**src/rtl/apf_cart_loader_if.sv**
```systemverilog
// Loader bus: HPS ioctl download stream in, cart RAM write port and load status out.
// The checksum member exists only when APF_CART_CHECKSUM_EN is defined.
interface apf_cart_loader_if #(
    parameter int unsigned AW = 13
);
    logic          ioctl_download;
    logic [7:0]    ioctl_index;
    logic          ioctl_wr;
    logic [24:0]   ioctl_addr;
    logic [7:0]    ioctl_dout;
    logic          mem_we;
    logic [AW-1:0] mem_addr;
    logic [7:0]    mem_d;
    logic [AW:0]   cart_size;
    logic          cart_valid;
    logic          cpu_hold;
    logic          busy;
    logic          overflow;
`ifdef APF_CART_CHECKSUM_EN
    logic [7:0]    checksum;

    modport master (
        output ioctl_download, ioctl_index, ioctl_wr, ioctl_addr, ioctl_dout,
        input  mem_we, mem_addr, mem_d, cart_size, cart_valid, cpu_hold, busy, overflow,
        input  checksum
    );

    modport slave (
        input  ioctl_download, ioctl_index, ioctl_wr, ioctl_addr, ioctl_dout,
        output mem_we, mem_addr, mem_d, cart_size, cart_valid, cpu_hold, busy, overflow,
        output checksum
    );
`else
    modport master (
        output ioctl_download, ioctl_index, ioctl_wr, ioctl_addr, ioctl_dout,
        input  mem_we, mem_addr, mem_d, cart_size, cart_valid, cpu_hold, busy, overflow
    );

    modport slave (
        input  ioctl_download, ioctl_index, ioctl_wr, ioctl_addr, ioctl_dout,
        output mem_we, mem_addr, mem_d, cart_size, cart_valid, cpu_hold, busy, overflow
    );
`endif
endinterface

```
**src/rtl/apf_cart_loader.sv**
```systemverilog
// Cartridge loader: ioctl download -> cart RAM port, 0xFF tail padding, CPU hold.
// Optional APF_CART_CHECKSUM_EN adds a modulo-256 sum of the bytes written during LOAD.
module apf_cart_loader #(
    parameter int unsigned AW    = 13,
    parameter logic [7:0]  INDEX = 8'd1,
    parameter int unsigned HOLD  = 16
) (
    input  logic              clk_sys,
    input  logic              reset,
    apf_cart_loader_if.slave  bus
);
    localparam int unsigned   SW        = AW + 1;
    localparam int unsigned   HW        = $clog2(HOLD + 2);
    localparam logic [AW-1:0] LAST_ADDR = '1;
    localparam logic [HW-1:0] HOLD_LOAD = HW'(HOLD);

    typedef enum logic [1:0] {
        S_IDLE,
        S_LOAD,
        S_PAD,
        S_HOLD
    } state_t;

    state_t        state_q, state_d;
    logic          dl_q;
    logic          we_q, we_d;
    logic [AW-1:0] addr_q, addr_d;
    logic [7:0]    data_q, data_d;
    logic [SW-1:0] size_q, size_d;
    logic [SW-1:0] ptr_q, ptr_d;
    logic          valid_q, valid_d;
    logic          ovf_q, ovf_d;
    logic          hold_q, hold_d;
    logic          busy_q, busy_d;
    logic [HW-1:0] cnt_q, cnt_d;
`ifdef APF_CART_CHECKSUM_EN
    logic [7:0]    csum_q, csum_d;
`endif

    logic          rise;
    logic          fall;
    logic          start;
    logic          in_win;
    logic [SW-1:0] addr_p1;

    // Edge detect against the registered download flag; only our index starts a load.
    assign rise    = bus.ioctl_download & ~dl_q;
    assign fall    = ~bus.ioctl_download & dl_q;
    assign start   = rise && (bus.ioctl_index == INDEX) && (state_q != S_LOAD);
    assign in_win  = (bus.ioctl_addr[24:AW] == '0);
    assign addr_p1 = {1'b0, bus.ioctl_addr[AW-1:0]} + SW'(1);

    always_comb begin
        state_d = state_q;
        we_d    = 1'b0;
        addr_d  = addr_q;
        data_d  = data_q;
        size_d  = size_q;
        ptr_d   = ptr_q;
        valid_d = valid_q;
        ovf_d   = ovf_q;
        hold_d  = hold_q;
        cnt_d   = cnt_q;
`ifdef APF_CART_CHECKSUM_EN
        csum_d  = csum_q;
`endif
        if (start) begin
            // New download wins over any pad or hold still in progress.
            state_d = S_LOAD;
            valid_d = 1'b0;
            size_d  = '0;
            ovf_d   = 1'b0;
            hold_d  = 1'b1;
`ifdef APF_CART_CHECKSUM_EN
            csum_d  = '0;
`endif
        end else begin
            unique case (state_q)
                S_IDLE: ;
                S_LOAD: begin
                    if (bus.ioctl_wr) begin
                        if (in_win) begin
                            we_d   = 1'b1;
                            addr_d = bus.ioctl_addr[AW-1:0];
                            data_d = bus.ioctl_dout;
                            if (addr_p1 > size_q) begin
                                size_d = addr_p1;
                            end
`ifdef APF_CART_CHECKSUM_EN
                            csum_d = csum_q + bus.ioctl_dout;
`endif
                        end else begin
                            ovf_d = 1'b1;
                        end
                    end
                    // Pad pointer includes a write landing in the same cycle as the fall.
                    if (fall) begin
                        state_d = S_PAD;
                        ptr_d   = size_d;
                    end
                end
                S_PAD: begin
                    if (ptr_q[AW]) begin
                        state_d = S_HOLD;
                        cnt_d   = HOLD_LOAD;
                    end else begin
                        we_d   = 1'b1;
                        addr_d = ptr_q[AW-1:0];
                        data_d = 8'hFF;
                        ptr_d  = ptr_q + SW'(1);
                        if (ptr_q[AW-1:0] == LAST_ADDR) begin
                            state_d = S_HOLD;
                            cnt_d   = HOLD_LOAD;
                        end
                    end
                end
                S_HOLD: begin
                    if (cnt_q <= HW'(1)) begin
                        state_d = S_IDLE;
                        hold_d  = 1'b0;
                        valid_d = (size_q != '0);
                    end else begin
                        cnt_d = cnt_q - HW'(1);
                    end
                end
                default: ;
            endcase
        end
        busy_d = (state_d != S_IDLE);
    end

    always_ff @(posedge clk_sys or posedge reset) begin
        if (reset) begin
            state_q <= S_IDLE;
            dl_q    <= 1'b0;
            we_q    <= 1'b0;
            addr_q  <= '0;
            data_q  <= '0;
            size_q  <= '0;
            ptr_q   <= '0;
            valid_q <= 1'b0;
            ovf_q   <= 1'b0;
            hold_q  <= 1'b0;
            busy_q  <= 1'b0;
            cnt_q   <= '0;
`ifdef APF_CART_CHECKSUM_EN
            csum_q  <= '0;
`endif
        end else begin
            state_q <= state_d;
            dl_q    <= bus.ioctl_download;
            we_q    <= we_d;
            addr_q  <= addr_d;
            data_q  <= data_d;
            size_q  <= size_d;
            ptr_q   <= ptr_d;
            valid_q <= valid_d;
            ovf_q   <= ovf_d;
            hold_q  <= hold_d;
            busy_q  <= busy_d;
            cnt_q   <= cnt_d;
`ifdef APF_CART_CHECKSUM_EN
            csum_q  <= csum_d;
`endif
        end
    end

    assign bus.mem_we     = we_q;
    assign bus.mem_addr   = addr_q;
    assign bus.mem_d      = data_q;
    assign bus.cart_size  = size_q;
    assign bus.cart_valid = valid_q;
    assign bus.cpu_hold   = hold_q;
    assign bus.busy       = busy_q;
    assign bus.overflow   = ovf_q;
`ifdef APF_CART_CHECKSUM_EN
    assign bus.checksum   = csum_q;
`endif

endmodule

```
**src/flat_wrapper.sv**
```systemverilog
// flat-port wrapper written by rule: the top's interface ports become plain ports
module apf_cart_loader_flat 
#(
    parameter int unsigned AW    = 13,
    parameter logic [7:0]  INDEX = 8'd1,
    parameter int unsigned HOLD  = 16
)
  (clk_sys, reset, bus_ioctl_download, bus_ioctl_index, bus_ioctl_wr, bus_ioctl_addr, bus_ioctl_dout, bus_mem_we, bus_mem_addr, bus_mem_d, bus_cart_size, bus_cart_valid, bus_cpu_hold, bus_busy, bus_overflow);
  apf_cart_loader_if #(.AW(AW)) bus_i ();
  input  logic clk_sys;
  input  logic reset;
  input wire logic [$bits(bus_i.ioctl_download)-1:0] bus_ioctl_download;
  input wire logic [$bits(bus_i.ioctl_index)-1:0] bus_ioctl_index;
  input wire logic [$bits(bus_i.ioctl_wr)-1:0] bus_ioctl_wr;
  input wire logic [$bits(bus_i.ioctl_addr)-1:0] bus_ioctl_addr;
  input wire logic [$bits(bus_i.ioctl_dout)-1:0] bus_ioctl_dout;
  output wire logic [$bits(bus_i.mem_we)-1:0] bus_mem_we;
  output wire logic [$bits(bus_i.mem_addr)-1:0] bus_mem_addr;
  output wire logic [$bits(bus_i.mem_d)-1:0] bus_mem_d;
  output wire logic [$bits(bus_i.cart_size)-1:0] bus_cart_size;
  output wire logic [$bits(bus_i.cart_valid)-1:0] bus_cart_valid;
  output wire logic [$bits(bus_i.cpu_hold)-1:0] bus_cpu_hold;
  output wire logic [$bits(bus_i.busy)-1:0] bus_busy;
  output wire logic [$bits(bus_i.overflow)-1:0] bus_overflow;
  assign bus_i.ioctl_download = bus_ioctl_download;
  assign bus_i.ioctl_index = bus_ioctl_index;
  assign bus_i.ioctl_wr = bus_ioctl_wr;
  assign bus_i.ioctl_addr = bus_ioctl_addr;
  assign bus_i.ioctl_dout = bus_ioctl_dout;
  assign bus_mem_we = bus_i.mem_we;
  assign bus_mem_addr = bus_i.mem_addr;
  assign bus_mem_d = bus_i.mem_d;
  assign bus_cart_size = bus_i.cart_size;
  assign bus_cart_valid = bus_i.cart_valid;
  assign bus_cpu_hold = bus_i.cpu_hold;
  assign bus_busy = bus_i.busy;
  assign bus_overflow = bus_i.overflow;
  apf_cart_loader #(.AW(AW), .INDEX(INDEX), .HOLD(HOLD)) u_core (.clk_sys(clk_sys), .reset(reset), .bus(bus_i));
endmodule
```
**config.mk**
```make
export PLATFORM = sky130hd
export DESIGN_NAME = apf_cart_loader_flat
export DESIGN_NICKNAME = d
export VERILOG_FILES = /design/src/rtl/apf_cart_loader_if.sv /design/src/rtl/apf_cart_loader.sv /design/src/flat_wrapper.sv
export SDC_FILE = /design/constraint.sdc
export NUM_CORES = 1
export LEC_CHECK = 0
export CORE_UTILIZATION = 25
export DETAILED_ROUTE_END_ITERATION = 10
export SLEW_MARGIN = 20
export SYNTH_ARGS = -nofsm -noshare
export SYNTH_HDL_FRONTEND = slang
export SYNTH_SLANG_ARGS = --single-unit
```
**constraint.sdc**
```tcl
create_clock -name clk_sys -period 3.7 [get_ports clk_sys]
set_input_delay 0.555 -clock clk_sys [delete_from_list [all_inputs] [get_ports clk_sys]]
set_output_delay 0.555 -clock clk_sys [all_outputs]
set_load 0.01 [all_outputs]
```
# Word level (Yosys, flattened, before mapping)

Cells that the tools add are included.

Multiplexer cells: 41
Bitwise logic cells: 5
Reductions and logical operators: 17
Div/mod/pow operators: 0
Add/sub/neg operators: 3
Magnitude comparators: 2
Equality and inequality tests: 13
$mul: 0
Shift operators: 0

Operators with widths:

| operator                                                                | number |
|---|---|
| 14-bit two-way mux                                                      | 7 |
| 13-bit two-way mux                                                      | 3 |
| 14-bit one-hot mux with 2 select lines                                  | 1 |
| 13-bit one-hot mux with 2 select lines                                  | 1 |
| 8-bit two-way mux                                                       | 3 |
| 8-bit one-hot mux with 2 select lines                                   | 1 |
| 5-bit two-way mux                                                       | 3 |
| 13-bit by 1-bit adder with 14-bit output, second input constant         | 1 |
| 14-bit by 1-bit adder with 14-bit output, second input constant         | 1 |
| 14-bit > comparator                                                     | 1 |
| 1-bit two-way mux                                                       | 14 |
| 14-bit nonzero test                                                     | 1 |
| 2-bit nonzero test                                                      | 7 |
| 13-bit equality test, second input constant                             | 1 |
| 12-bit zero test                                                        | 1 |
| 2-bit two-way mux                                                       | 5 |
| 5-bit one-hot mux with 2 select lines                                   | 1 |
| 8-bit by 1-bit equality test with 1-bit output, second input constant   | 1 |
| 2-bit by 1-bit inequality test with 1-bit output, second input constant | 4 |
| 4-bit AND reduction                                                     | 2 |
| 2-bit inequality test, second input constant                            | 3 |
| 2-bit one-hot mux with 3 select lines                                   | 1 |
| 3-bit AND reduction                                                     | 2 |
| 5-bit by 1-bit <= comparator with 1-bit output, second input constant   | 1 |
| 10 further kinds                                                        | 15 |

Bits in latches: 0
Output and inout port bits: 40
Logic and storage cells: 94
Register bits: 62
Input bits: 45
RAM bits: 0
Bits in read-only memories: 0
Memories kept: 0

# Logic depth before layout (Yosys ltp)

Depth in word-level cells: 7
Depth in mapped cells: 13
Mapped depth without buffers: 11

# Least setup slack after synthesis

Ideal clock, no wire load.

Path type: input to register
Start point: input bus_ioctl_addr[3]
End point: register u_core.size_q[10], in the netlist u_core.bus.cart_size[10]
Data arrival time: 2.895 ns
Cell stages on the path: 11
Data required time: 3.565 ns
Setup time: 0.135 ns
Slack: 0.670 ns
Path through: nand4_1 -> nor3_1 -> nand3_1 -> xnor2_1 -> ha_1 -> a21oi_1 -> o21a_1 -> o21ai_0 -> o211ai_1 -> clkbuf_1 -> o21ai_0

Longest elaborated chain between the ends: 7

RTL lines:

| item                                       | line                   | source |
|---|---|---|
| start: declaration                         | flat_wrapper.sv:15     | `input wire logic [$bits(bus_i.ioctl_addr)-1:0] bus_ioctl_addr;` |
| 13-bit by 1-bit adder with 14-bit output * | apf_cart_loader.sv:51  | `assign addr_p1 = {1'b0, bus.ioctl_addr[AW-1:0]} + SW'(1);` |
| 14-bit > comparator                        | apf_cart_loader.sv:86  | `if (addr_p1 > size_q) begin` |
| 14-bit two-way mux *                       | apf_cart_loader.sv:86  |  |
| 14-bit two-way mux *                       | apf_cart_loader.sv:82  | `if (in_win) begin` |
| 14-bit two-way mux *                       | apf_cart_loader.sv:81  | `if (bus.ioctl_wr) begin` |
| 14-bit two-way mux *                       | apf_cart_loader.sv:78  | `unique case (state_q)` |
| 14-bit two-way mux *                       | apf_cart_loader.sv:67  | `if (start) begin` |
| end signal: assignment                     | apf_cart_loader.sv:155 | `size_q <= size_d;` |
| end: declaration                           | apf_cart_loader.sv:29  | `logic [SW-1:0] size_q, size_d;` |

Mark *: on every way between the ends. The rest lies on a longest branch, timed or not. The select of a mux whose other input is x is not followed.
A chain may end at the register's enable or synchronous reset.

# Final worst setup path

Start point: input bus_ioctl_addr[1]
End point: register u_core.ptr_q[1]

Longest elaborated chain between the ends: 7

RTL lines:

| item                                       | line                   | source |
|---|---|---|
| 13-bit by 1-bit adder with 14-bit output * | apf_cart_loader.sv:51  |  |
| 14-bit > comparator                        | apf_cart_loader.sv:86  |  |
| 14-bit two-way mux *                       | apf_cart_loader.sv:86  |  |
| 14-bit two-way mux *                       | apf_cart_loader.sv:82  |  |
| 14-bit two-way mux *                       | apf_cart_loader.sv:81  |  |
| 14-bit two-way mux *                       | apf_cart_loader.sv:97  | `if (fall) begin` |
| 14-bit one-hot mux with 2 select lines *   | apf_cart_loader.sv:78  |  |
| end signal: assignment                     | apf_cart_loader.sv:156 | `ptr_q <= ptr_d;` |
| end: declaration                           | apf_cart_loader.sv:30  | `logic [SW-1:0] ptr_q, ptr_d;` |

Marks and branches as above.

==> results.cfg <==
[route]
wl_met2_um = 5890
vias_per_cell = 4.90
first_pass_iters = 5
wl_met1_um = 5220
drt_iter0_markers = 206
wl_per_cell_um = 15.7
wirelength_um = 11900
route.met3.wl_um = 616
ant_nets = 0
drc_errors = 0
num_vias = 3717
top_layer_used = met4

[worst_setup_path]
end_kind = flip-flop
worstPathArrival_ns = 3.65
r2r-start = u_core.state_q[1]$_DFF_PP0_
timing.critical_path.fanout_max = 14
rr_endpoint = u_core.ptr_q[10]$_DFFE_PP0P_
startpoint = bus_ioctl_addr[1]
worstRegToRegCells = 8
worstPathRequired_ns = 3.92
rrSetupSlack_ns = 0.96
worstSetupPathType = in -> reg
worstSetupStartpointType = input pin

[timing]
rsz0062_at_grt = no
post-route-period-util = 0.926
slew_headroom = 0.383
fmaxAchievable_mhz = 292
worst_slack_ns = 0.274
fin_crit_ns = 3.43
hold_viol_final = 0
whs_ns = 0.489
slew_viol_final = 0
setup_violations = 0
tightestPinTransition_ns = 0.926
fin_tns_setup_ns = 0
finClkSkew_ns = 0.00814

[logic_synthesis]
synth_edf_count = 0
avgSynthCellArea_um2 = 8.96
ys_seq_elements = 62
ys_warn_count = 0
yosysSeqAreaShare = 0.391
synth_area_um2 = 3970
netlist_instances = 443
synthFlopType = dfrtp_1
synth_cell_types = 55
syn_nets = 511
async_reset_ff_frac = 1.00

[global_route]
antenna_found_initial = 0
grt_max_degree = 48
grt-ovfl-total = 0
grt_usage = 0.152
grt_pass1_vias = 3823
grt_pass1_wl_um = 19200

[finish]
syn_to_final_growth_pct = 38.3
multiInputGateArea_um2 = 2200
final_cell_mix = 84 x clkdlybuf4s50_1, 62 x dfrtp_1, 39 x nor2_1
fin_nets = 610
seqCellArea_um2 = 1550
layout_commonest_cell = clkdlybuf4s50_1
stdcell_count = 758
diodes = 0
final_area_um2 = 5490
layout-drive-gt1-share = 0.0987
n_fill_cell = 1572
post-route-util = 0.357

[worst_hold_path]
min_to = u_core.bus.cpu_hold$_DFFE_PP0P_
min_path_cells = 2
hp-start = u_core.bus.cpu_hold$_DFFE_PP0P_
hp-class = reg -> reg

[clock_tree]
clock_latency_ns = 0.34
path_clk_slew_ns = 0.06
clk_path_buf_depth = 2
post-cts-setup-buffers = 0
ctsHtreeMaxLevel = 3
clkSinkCount = 62
ctsResizeCount = 0
ctsHoldBuffers = 0
cts_root_buffer = clkbuf_16
cts_tree = done
cts_buffers = 9

[place]
place_hpwl_um = 9160
dp.cells = 742
portBuffers = 84
placed_area_um2 = 5180
place_congestion = 0.853
preCtsSetupSlack_ns = -0.0334

[die]
die-area_um2 = 16400
initial_core_util = 0.258
die_width_um = 128
die_h_um = 128
ios = 85
row_count = 45
core_area_um2 = 15400

[pwr]
finalPower_mw = 3.43
p_leak_nw = 2.15
p_per_area_nw_per_um2 = 625
ir_worst_vdd_uv = 326

[run_status]
outcome = complete, no violations

[job]
drv_cap = 0
[final cells by class]
type,instances,area share
timing repair buffer,108,0.188
sequential,62,0.283
multi-input combinational,326,0.401
inverter,35,0.0242
tap,211,0.0481
clock buffer,9,0.0410
clock inverter,7,0.0148
[registers in the layout, summed over array words and instances, names as in the netlist]
| register | count |
|---|---|
| u_core.bus.busy | 1 |
| u_core.bus.cart_size | 14 |
| u_core.bus.cart_valid | 1 |
| u_core.bus.cpu_hold | 1 |
| u_core.bus.mem_addr | 13 |
| u_core.bus.mem_d | 8 |
| u_core.bus.mem_we | 1 |
| u_core.bus.overflow | 1 |
| u_core.cnt_q | 5 |
| u_core.dl_q | 1 |
| u_core.ptr_q | 14 |
| u_core.state_q | 2 |
[worst max-delay path, cell delays in order]
cell and delay (ns):
clkdlybuf4s50_1 0.63, ha_1 0.25, nand4_1 0.11, nor3_1 0.25, xor2_1 0.23, ha_1 0.26, nand4_1 0.19, nor2_1 0.10
a41oi_2 0.31, o21a_1 0.22, buf_12 0.17, mux2i_1 0.27, o22ai_1 0.11
[synthesized netlist by cell type (2+ instances only)]
master     n  area share
nor3_1     6      0.0076
nand2_1   28       0.026
o31ai_1    4      0.0076
a21o_1     2      0.0038
o31ai_2    2      0.0063
nor4b_1    2      0.0044
a31oi_1    4      0.0063
or3_1      3      0.0047
o21bai_1   4      0.0076
nand4_1   11       0.017
ha_1      23       0.073
nand2b_1   3      0.0047
dfrtp_1   62        0.39
o211ai_1   3      0.0057
clkbuf_1  15       0.014
buf_2      3      0.0038
mux2i_1   25       0.063
o22ai_1    4      0.0063
o22a_1     8       0.018
inv_1     35       0.033
and4_1     3      0.0066
xor2_1     6       0.013
a41oi_1    3      0.0066
o21ai_1    4      0.0050
xnor2_1    7       0.015
and3_1     6      0.0095
nor4_1     5      0.0079
o31a_1     2      0.0044
a21boi_0   3      0.0057
nor2b_1    4      0.0063
nand3_1   26       0.033
o211a_1    2      0.0050
o21ai_0   37       0.047
o21a_1     3      0.0057
a21oi_1   25       0.032
nor4_2     3      0.0095
nor2_1    39       0.037
[where the power goes]
| part | internal (mW) | leakage, nW | total [mW] | switching [mW] |
|---|---|---|---|---|
| sequential | 0.874 | 0.772 | 1.01 | 0.140 |
| clock | 0.529 | 0.147 | 0.873 | 0.344 |
| combinational | 0.694 | 1.23 | 1.54 | 0.849 |
| total | 2.10 | 2.15 | 3.43 | 1.33 |
[metal layers]
layer  track usage  vias to the layer above
li1              -                     1803
met1         0.183                     1799
met2         0.260                      101
met3        0.0451                       14
met4        0.0471                        0
met5             0                        -
[kinds of logic (layout without fill, tap and decap cells)]
kind of cell	after synthesis	in the layout	share of synthesized area
DFF	62	62	0.391
buffers and inverters	55	159	0.0558
adders and majority gates	23	23	0.0725
muxes	25	25	0.0631
and+or+nand+nor	145	145	0.192
xor gates and xnor gates	13	13	0.0287
AOI/OAI and AO/OA	120	120	0.197
[worst max path at each step]
| stage | endpoint | slack (ns) |
|---|---|---|
| after floorplan | u_core.bus.cart_size[10]$_DFFE_PP0P_ | 0.67 |
| after global placement | u_core.ptr_q[1]$_DFFE_PP0P_ | 0.07 |
| after detailed placement | u_core.ptr_q[1]$_DFFE_PP0P_ | -0.03 |
| after CTS | u_core.ptr_q[1]$_DFFE_PP0P_ | 0.32 |
| after global routing | u_core.ptr_q[1]$_DFFE_PP0P_ | 0.1 |
| final | u_core.ptr_q[1]$_DFFE_PP0P_ | 0.27 |
Power figures use the tool's default switching activity.
